**config.mk**
```make
export PLATFORM = sky130hd
export DESIGN_NAME = data_cache
export DESIGN_NICKNAME = d
export VERILOG_FILES = /design/src/rtl/cache_pkg.sv /design/src/rtl/cache_array.sv /design/src/rtl/data_cache.sv
export SDC_FILE = /design/constraint.sdc
export NUM_CORES = 2
export LEC_CHECK = 0
export BUFFER_PORTS_ARGS = -buffer_cell sky130_fd_sc_hd__buf_2
export CAP_MARGIN = 10
export CORE_MARGIN = 5
export CORE_UTILIZATION = 52
export DETAILED_ROUTE_END_ITERATION = 10
export PLACE_DENSITY = 0.78
export SYNTH_ARGS = -nofsm -noshare
export SYNTH_HDL_FRONTEND = slang
export SYNTH_SLANG_ARGS = --single-unit
```
**constraint.sdc**
```tcl
create_clock -name clk -period 7.15 [get_ports clk]
set_input_delay 2.145 -clock clk [delete_from_list [all_inputs] [get_ports clk]]
set_output_delay 2.145 -clock clk [all_outputs]
set_load 0.05 [all_outputs]
```
**src/rtl/cache_pkg.sv**
```systemverilog
// Shared geometry, FSM state encoding and address-field helpers for the data cache.
// Byte address layout: [tag | index | offset | 2'b00].
package cache_pkg;

  localparam int CACHE_DATA_WIDTH     = 32;
  localparam int CACHE_ADDRESS_WIDTH  = 32;
  localparam int CACHE_SETS           = 16;
  localparam int CACHE_WORDS_PER_LINE = 4;

  localparam int OFFSET_BITS = $clog2(CACHE_WORDS_PER_LINE);
  localparam int INDEX_BITS  = $clog2(CACHE_SETS);
  localparam int TAG_BITS    = CACHE_ADDRESS_WIDTH - INDEX_BITS - OFFSET_BITS - 2;

  typedef enum logic [1:0] {
    ST_IDLE   = 2'd0,
    ST_REFILL = 2'd1,
    ST_WRITE  = 2'd2
  } state_t;

  function automatic logic [OFFSET_BITS-1:0] addr_offset(input logic [CACHE_ADDRESS_WIDTH-1:0] a);
    return a[OFFSET_BITS+1:2];
  endfunction

  function automatic logic [INDEX_BITS-1:0] addr_index(input logic [CACHE_ADDRESS_WIDTH-1:0] a);
    return a[INDEX_BITS+OFFSET_BITS+1:OFFSET_BITS+2];
  endfunction

  function automatic logic [TAG_BITS-1:0] addr_tag(input logic [CACHE_ADDRESS_WIDTH-1:0] a);
    return a[CACHE_ADDRESS_WIDTH-1:INDEX_BITS+OFFSET_BITS+2];
  endfunction

  function automatic logic [CACHE_ADDRESS_WIDTH-1:0] line_base(input logic [CACHE_ADDRESS_WIDTH-1:0] a);
    return {a[CACHE_ADDRESS_WIDTH-1:OFFSET_BITS+2], {(OFFSET_BITS+2){1'b0}}};
  endfunction

endpackage

```
**src/rtl/cache_array.sv**
```systemverilog
// Valid/tag/data storage: combinational read of one line word, a word write port
// and a tag/valid write port. Only the valid bits are reset.
module cache_array
  import cache_pkg::*;
(
  input  logic                        clk_i,
  input  logic                        rst_ni,
  input  logic [INDEX_BITS-1:0]       rd_index_i,
  input  logic [OFFSET_BITS-1:0]      rd_offset_i,
  output logic                        rd_valid_o,
  output logic [TAG_BITS-1:0]         rd_tag_o,
  output logic [CACHE_DATA_WIDTH-1:0] rd_data_o,
  input  logic                        word_we_i,
  input  logic [INDEX_BITS-1:0]       word_index_i,
  input  logic [OFFSET_BITS-1:0]      word_offset_i,
  input  logic [CACHE_DATA_WIDTH-1:0] word_data_i,
  input  logic                        line_we_i,
  input  logic [INDEX_BITS-1:0]       line_index_i,
  input  logic [TAG_BITS-1:0]         line_tag_i
);

  logic [CACHE_SETS-1:0]       valid_q;
  logic [TAG_BITS-1:0]         tag_q  [CACHE_SETS];
  logic [CACHE_DATA_WIDTH-1:0] data_q [CACHE_SETS][CACHE_WORDS_PER_LINE];

  assign rd_valid_o = valid_q[rd_index_i];
  assign rd_tag_o   = tag_q[rd_index_i];
  assign rd_data_o  = data_q[rd_index_i][rd_offset_i];

  always_ff @(posedge clk_i or negedge rst_ni) begin
    if (!rst_ni) begin
      valid_q <= '0;
    end else if (line_we_i) begin
      valid_q[line_index_i] <= 1'b1;
    end
  end

  // Tag and data contents are meaningless until the matching valid bit is set.
  always_ff @(posedge clk_i) begin
    if (line_we_i) tag_q[line_index_i] <= line_tag_i;
    if (word_we_i) data_q[word_index_i][word_offset_i] <= word_data_i;
  end

endmodule

```
**src/rtl/data_cache.sv**
```systemverilog
// Direct-mapped, write-through, no-write-allocate data cache with a registered
// req/ack backing-memory port and multi-beat line refill.
module data_cache
  import cache_pkg::*;
#(
  parameter int DATA_WIDTH     = CACHE_DATA_WIDTH,
  parameter int ADDRESS_WIDTH  = CACHE_ADDRESS_WIDTH,
  parameter int SETS           = CACHE_SETS,
  parameter int WORDS_PER_LINE = CACHE_WORDS_PER_LINE
) (
  input  logic                     clk,
  input  logic                     rst,
  input  logic                     cpu_re,
  input  logic                     cpu_we,
  input  logic [ADDRESS_WIDTH-1:0] cpu_addr,
  input  logic [DATA_WIDTH-1:0]    cpu_wdata,
  output logic [DATA_WIDTH-1:0]    cpu_rdata,
  output logic                     stall,
  output logic                     mem_req,
  output logic                     mem_we,
  output logic [ADDRESS_WIDTH-1:0] mem_addr,
  output logic [DATA_WIDTH-1:0]    mem_wdata,
  input  logic [DATA_WIDTH-1:0]    mem_rdata,
  input  logic                     mem_ack
);

  state_t                   state_q;
  logic [OFFSET_BITS-1:0]   beat_q;
  logic [ADDRESS_WIDTH-1:0] addr_q;
  logic                     mem_req_q;
  logic                     mem_we_q;
  logic [ADDRESS_WIDTH-1:0] mem_addr_q;
  logic [DATA_WIDTH-1:0]    mem_wdata_q;

  logic [ADDRESS_WIDTH-1:0] rd_addr;
  logic                     rd_valid;
  logic [TAG_BITS-1:0]      rd_tag;
  logic [DATA_WIDTH-1:0]    rd_data;
  logic                     hit;
  logic                     ack;
  logic                     last_beat;
  logic [OFFSET_BITS-1:0]   beat_inc;
  logic                     word_we;
  logic                     line_we;
  logic [OFFSET_BITS-1:0]   word_offset;
  logic [DATA_WIDTH-1:0]    word_data;

  // In IDLE the lookup serves the live CPU address; otherwise the held transaction.
  assign rd_addr   = (state_q == ST_IDLE) ? cpu_addr : addr_q;
  assign hit       = rd_valid && (rd_tag == addr_tag(rd_addr));
  assign ack       = mem_ack && mem_req_q;
  assign last_beat = (beat_q == OFFSET_BITS'(WORDS_PER_LINE - 1));
  assign beat_inc  = beat_q + 1'b1;

  assign word_we     = ack && ((state_q == ST_REFILL) || ((state_q == ST_WRITE) && hit));
  assign line_we     = ack && (state_q == ST_REFILL) && last_beat;
  assign word_offset = (state_q == ST_REFILL) ? beat_q : addr_offset(addr_q);
  assign word_data   = (state_q == ST_REFILL) ? mem_rdata : mem_wdata_q;

  cache_array u_array (
    .clk_i         (clk),
    .rst_ni        (rst),
    .rd_index_i    (addr_index(rd_addr)),
    .rd_offset_i   (addr_offset(rd_addr)),
    .rd_valid_o    (rd_valid),
    .rd_tag_o      (rd_tag),
    .rd_data_o     (rd_data),
    .word_we_i     (word_we),
    .word_index_i  (addr_index(addr_q)),
    .word_offset_i (word_offset),
    .word_data_i   (word_data),
    .line_we_i     (line_we),
    .line_index_i  (addr_index(addr_q)),
    .line_tag_i    (addr_tag(addr_q))
  );

  always_comb begin
    stall     = 1'b0;
    cpu_rdata = '0;
    case (state_q)
      ST_IDLE: begin
        if (cpu_we) begin
          stall = 1'b1;
        end else if (cpu_re) begin
          if (hit) cpu_rdata = rd_data;
          else     stall     = 1'b1;
        end
      end
      ST_REFILL: stall = 1'b1;
      ST_WRITE:  stall = !mem_ack;
      default:   stall = 1'b0;
    endcase
  end

  always_ff @(posedge clk or negedge rst) begin
    if (!rst) begin
      state_q     <= ST_IDLE;
      beat_q      <= '0;
      addr_q      <= '0;
      mem_req_q   <= 1'b0;
      mem_we_q    <= 1'b0;
      mem_addr_q  <= '0;
      mem_wdata_q <= '0;
    end else begin
      case (state_q)
        ST_IDLE: begin
          if (cpu_we) begin
            addr_q      <= {cpu_addr[ADDRESS_WIDTH-1:2], 2'b00};
            mem_req_q   <= 1'b1;
            mem_we_q    <= 1'b1;
            mem_addr_q  <= {cpu_addr[ADDRESS_WIDTH-1:2], 2'b00};
            mem_wdata_q <= cpu_wdata;
            state_q     <= ST_WRITE;
          end else if (cpu_re && !hit) begin
            addr_q     <= line_base(cpu_addr);
            beat_q     <= '0;
            mem_req_q  <= 1'b1;
            mem_we_q   <= 1'b0;
            mem_addr_q <= line_base(cpu_addr);
            state_q    <= ST_REFILL;
          end
        end
        ST_REFILL: begin
          if (ack) begin
            beat_q <= beat_inc;
            // Beat number replaces the offset field, so the index is never disturbed.
            mem_addr_q <= {addr_q[ADDRESS_WIDTH-1:OFFSET_BITS+2], beat_inc, 2'b00};
            if (last_beat) begin
              mem_req_q <= 1'b0;
              state_q   <= ST_IDLE;
            end
          end
        end
        ST_WRITE: begin
          if (ack) begin
            mem_req_q <= 1'b0;
            mem_we_q  <= 1'b0;
            state_q   <= ST_IDLE;
          end
        end
        default: state_q <= ST_IDLE;
      endcase
    end
  end

  assign mem_req   = mem_req_q;
  assign mem_we    = mem_we_q;
  assign mem_addr  = mem_addr_q;
  assign mem_wdata = mem_wdata_q;

endmodule

```
* Yosys cells after proc, flatten, opt, wreduce, memory -nomap -nowiden *
Memory sizes are Yosys's and may differ from the RTL's.
Cells that the tools add are included.

operators by class
  add/sub/neg operators = 1
  magnitude comparators = 6
  equality and inequality tests = 10
  mux-type cells = 47
  bitwise gates (word level) = 3
  reduce and logical (&&, ||, !) cells = 24

operators by type and width
  kind                                                                   number
  32-bit 2-to-1 mux                                                      12
  128-bit 2-to-1 mux                                                     1
  32-bit binary-select mux with 2-bit select                             1
  32-bit demux with 2-bit select                                         1
  32-bit one-hot mux with 2 select lines                                 1
  24-bit equality test                                                   1
  2-bit 2-to-1 mux                                                       9
  16-bit bitwise OR                                                      1
  1-bit 2-to-1 mux                                                       15
  4-bit by 5-bit < comparator with 1-bit output, second input constant   2
  1-bit logical AND                                                      9
  2-bit != test, second input constant                                   4
  4-bit AND reduction                                                    2
  3-bit >= comparator, second input constant                             2
  2-bit NOT with 3-bit output                                            2
  1-bit one-hot mux with 3 select lines                                  2
  2-bit one-hot mux with 3 select lines                                  1
  3-bit AND reduction                                                    2
  2-bit nonzero test                                                     3
  5-bit AND reduction                                                    1
  1-bit binary-select mux with 4-bit select                              1
  1-bit demux with 4-bit select                                          1
  2-bit equality test, second input constant                             2
  4-bit by 1-bit >= comparator with 1-bit output, second input constant  1
  other kinds (12)                                                       14

word-level totals
  flip-flop bits (word level) = 118
  RAM bits = 2432
  input port bits = 101
  output and inout bits = 99
  logic and storage cells = 101
  memories kept = 2

memories
  name            depth  width  rd ports  clocked after memory_dff  write ports  line               RTL
  u_array.data_q  16     128    1         0                         1            cache_array.sv:24  logic [CACHE_DATA_WIDTH-1:0] data_q [CACHE_SETS][CACHE_WORDS_PER_LINE];
  u_array.tag_q   16     24     1         0                         1            cache_array.sv:23  logic [TAG_BITS-1:0] tag_q [CACHE_SETS];

* Depth between registers and ports, before layout *
  depth after elaboration = 10
  depth in mapped cells = 21
  gate-level depth less buffers = 12

* Cells and area by module *
A second synthesis with hierarchy kept.

unflattened totals
  cells, all modules = 4323
  area, all modules = 98488.2 µm²

by module, submodules not included
  module       instances  cells an instance  area an instance (µm²)  seq. area each (µm²)
  cache_array  1          3875               92896.6                 73430.4
  data_cache   1          448                5591.6                  2452.4

* Worst setup path before layout *
No wires, ideal clock.

  path type = input-to-output
  start point = input cpu_addr[4]
  end point = output cpu_rdata[0]
  data arrival time = 5.843 ns
  data required time = 5.005 ns
  setup slack = -0.838 ns
  cell stages on the path = 15
  path buffers = 8
  cell sequence = buf_2 -> mux2i_1 -> buf_2 -> buf_2 -> buf_2 -> buf_2 -> clkbuf_1 -> clkbuf_1 -> clkbuf_1 -> nand2_1 -> a311oi_1 -> a31oi_1 -> a21oi_1 -> a211oi_1 -> nor3_1

between the ends
  longest elaborated chain between the ends = 9
  elaborated cells on any way between the ends = 14
  classes of those cells = eq/ne: 1; mux: 10; reduce/logical: 1; memory: 2

RTL lines
  item                                                  line               RTL
  start, declared                                       data_cache.sv:15   input logic [ADDRESS_WIDTH-1:0] cpu_addr,
  32-bit 2-to-1 mux (*)                                 data_cache.sv:49   assign rd_addr = (state_q == ST_IDLE) ? cpu_addr : addr_q;
  memory read 16 x 128 bit                              --
  32-bit binary-select mux with 2-bit select            cache_array.sv:28  assign rd_data_o = data_q[rd_index_i][rd_offset_i];
  32-bit 2-to-1 mux (not written as such) (2 in a row)  cache_array.sv:28
  32-bit 2-to-1 mux (*)                                 data_cache.sv:85   if (hit) cpu_rdata = rd_data;
  32-bit 2-to-1 mux (*)                                 data_cache.sv:84   end else if (cpu_re) begin
  32-bit 2-to-1 mux (*)                                 data_cache.sv:82   if (cpu_we) begin
  32-bit 2-to-1 mux (*)                                 data_cache.sv:80   case (state_q)
  end, declared                                         data_cache.sv:17   output logic [DATA_WIDTH-1:0] cpu_rdata,

Every way passes the cells marked *; elsewhere a longest branch is shown, timed or not. The select of a mux whose other input is x is not followed.

* Worst setup path in the final report *
  start point = input cpu_addr[5]
  end point = output cpu_rdata[2]

The elaborated chain is that of the path after synthesis.

==> flow_summary.toml <==
[run_status]
outcome = "finished, violations left"
violations = "negative setup slack"

[floorplanning]
start_util_pct = 52.1
die_w_um = 460
die-area_sq_um = 211000
ios = 200
fp.dieH_um = 460
core_sq_um = 202000
rows = 165

[cells_and_area]
final_util_pct = 60.9
nets = 8608
num-fill-cells = 13900
syn_to_final_growth_pct = 16.9
drive_gt1_share_pct = 16.4

[sta]
rsz0062_at_grt = "true"
setup_violations = 33
fin_ws_ns = -0.853
finalCritPeriodShare_pct = 112
worstMarginPinSlew_ns = 1.34
finalSetupTns_ns = -24.69
hold_viol = 0
period_needed_ns = 8.00
clock_skew_ns = 0.117
slew-limit-headroom_pct = 10.5
fmax_mhz = 125
slew_viol_final = 0

[power_and_ir_drop]
p_leak_nw = 42.3
vdd_drop_max_mv = 0.818
power_density_nw_per_um2 = 467

[critical_path]
worst_setup_path_end_kind = "output pin"
reg2reg_depth = 17
required_ns = 5.01
cp_max_fo = 8
cp.arrival_ns = 5.86
crit_path_start_kind = "primary input"
worst-setup-path-type = "primary input to output pin"

[drt]
route.detailed.drc = 0
wl_met2_um = 141000
vias = 74000
ant_nets = 0
wl_per_cell_um = 26.8
post_drt_via_cell_ratio = 6.50
wl_met3_um = 39900
top_layer_used = "met5"
wirelength_um = 305000
drt-initial-drc-count = 12100
dr.pass1.iters = 8
wl_met1_um = 106000

[placement]
io_buffers = 195
place_ws_ns = -1.08
gp_congestion = 0.875
dpl.hpwl_um = 165000

[clock_network]
h-tree-depth = 4
cts_root_buf = "clkbuf_16"
cts.path.max_buffers = 3
cts_sinks = 2546
cts_tree = "yes"
clk_pin_slew_worst_paths_ns = 0.06
numCtsBuffers = 241
cts_hold_buffers = 0
clock_latency_ns = 0.91

[yosys]
synth_most_common_cell = "edfxtp_1"
synthMuxAreaShare_pct = 1.87
synth_xor_area_share_pct = 0.0250
synth_cell_type_count = 71
synth_compound_area_share_pct = 8.75
yosys.area_share.adder_pct = 0.0714
synthCells = 8128
synth_top_cell_by_area = "edfxtp_1"
synth_top_cell_area_share_pct = 69.5
synth_top_family_by_area = "simple AND/OR/NAND/NOR gates"
avgSynthCellArea_sq_um = 12.9
syn_area_sq_um = 105000
synth-simple-area-share_pct = 14.6
synth_async_sr_flop_share_pct = 4.48
yosys_warnings = 0
dominantRegCellSynth = "edfxtp_1"
ys_ff_latch = 2546
synth_edf_count = 2432
ys_seq_area_share_pct = 72.2
synthTopCellsByArea = "edfxtp_1 (69%), nand2_1 (7.6%), a311oi_1 (3.2%)"
synthTopCellsByCount = "edfxtp_1 (2432), nand2_1 (2138), nand3_1 (632)"

[global_route]
grt_first_pass_wirelength_um = 444000
grt_overflow = 0
antenna_found_initial = 9
grt_pass1_vias = 72400
grt_max_degree = 134
grt_usage_pct = 27.8

[flow_run]
cap_viol_max_count = 0

[worst_hold_path]
holdPathStages = 1
min_path_type = "flip-flop to flip-flop"
## cell type report
type / count / area [sq um] / area share (%)
clock buffers: 292 / 6290 / 5.12
repair buffers: 752 / 7500 / 6.11
well taps: 2672 / 3340 / 2.72
clock inverters: 158 / 1870 / 1.52
diodes: 5 / 12.5 / 0.0102
flip-flops and latches: 2546 / 75900 / 61.7
inverters: 16 / 60.1 / 0.0489
multi-input cells: 4944 / 27900 / 22.7
## worst max-delay path, cell delays in order
cell and delay (ns):
clkbuf_4 0.17, buf_6 0.15, nand2b_1 0.25, buf_4 0.22
o22ai_1 0.09, o31ai_1 0.26, a31oi_1 0.11, nor4_1 0.46
xor2_1 0.22, nor4_4 0.17, buf_4 0.15, nand4_1 0.18
or3_4 0.45, buf_12 0.18, clkbuf_16 0.18, nor3_2 0.17
buf_4 0.17, buf_12 0.14
## sequential cells by signal, summed over array words and instances (netlist names)
| register | cells |
|---|---|
| mem_req | 1 |
| beat_q | 2 |
| mem_addr | 30 |
| state_q | 2 |
| mem_we | 1 |
| u_array.data_q | 2048 |
| addr_q | 30 |
| mem_wdata | 32 |
| u_array.valid_q | 16 |
| u_array.tag_q | 384 |
## placed cells by master (no fill, tap or decap), types with 40 or more instances in the layout
| cell | Yosys | final |
|---|---|---|
| nor2_1 | 200 | 182 |
| a311oi_1 | 387 | 387 |
| a21oi_1 | 159 | 153 |
| nor3_2 | 30 | 50 |
| nor2b_1 | 66 | 66 |
| buf_4 | 16 | 406 |
| o21ai_0 | 132 | 98 |
| clkbuf_1 | 512 | 45 |
| clkinv_2 | 0 | 47 |
| nand3_1 | 632 | 631 |
| and3_1 | 288 | 288 |
| o211ai_1 | 40 | 40 |
| a31oi_1 | 162 | 162 |
| clkbuf_16 | 0 | 246 |
| clkinv_1 | 0 | 47 |
| mux2_2 | 69 | 69 |
| a211oi_1 | 217 | 170 |
| buf_2 | 55 | 159 |
| nand2_1 | 2138 | 2132 |
| buf_12 | 0 | 157 |
| mux2i_1 | 60 | 56 |
| dfrtp_1 | 114 | 114 |
| o31ai_1 | 42 | 41 |
| edfxtp_1 | 2432 | 2432 |
## path summary, 6_finish.rpt
path / start / to / slack [ns]
max: cpu_addr[5] / cpu_rdata[2] / -0.85
min: u_array.valid_q[0]$_DFFE_PN0P_ / u_array.valid_q[0]$_DFFE_PN0P_ / 0.47
max reg2reg: state_q[0]$_DFFE_PN0P_ / u_array.data_q[15][123]$_DFFE_PP_ / 1.36
min reg2reg: u_array.valid_q[0]$_DFFE_PN0P_ / u_array.valid_q[0]$_DFFE_PN0P_ / 0.47
max in group asynchronous: rst / mem_wdata[19]$_DFFE_PN0P_ / 4.40
min in group asynchronous: rst / addr_q[23]$_DFFE_PN0P_ / 1.28
## power breakdown
part | leakage [nW] | switching [W] | internal [W] | total, W
registers | 23.2 | 0.000660 | 0.0194 | 0.0200
clock network | 3.95 | 0.00564 | 0.00745 | 0.0131
logic | 15.1 | 0.0169 | 0.00745 | 0.0243
## metal layers
layer,vias up,GRT usage [%]
li1,31300,-
met1,36000,37.0
met2,5772,43.7
met3,898,5.60
met4,2,14.4
met5,-,0
## metrics by stage
| step | area [sq um] | hold slack (ns) | total power, W | instances |
|---|---|---|---|---|
| after global routing | 123000 | 0.489 | 0.0594 | 11400 |
| final | 123000 | 0.471 | 0.0575 | 11400 |
| after detailed placement | 114000 | 0.451 | 0.0430 | 10900 |
| after global placement | 114000 | 0.446 | 0.0422 | 10900 |
| after floorplan | 105000 | 0.434 | 0.0331 | 8129 |
| after CTS | 122000 | 0.467 | 0.0563 | 11400 |
## logic make-up after synthesis
kind of cell / count (synthesis)
AOI/OAI and AO/OA: 1278
xor gates and xnor gates: 3
muxes: 156
buffers and inverters: 641
DFF: 2546
adders and majority gates: 6
and+or+nand+nor: 3497
other: 1
## repair_timing
item                                    in CTS  in global routing
pin swaps                                   15                 20
endpoints found under the setup margin      33                 33
resized for setup                           54                 95
gates cloned                                 2                  7
setup buffers                                6                  8
hold endpoints to repair                     0                  0
(Power assumes the default switching activity.)
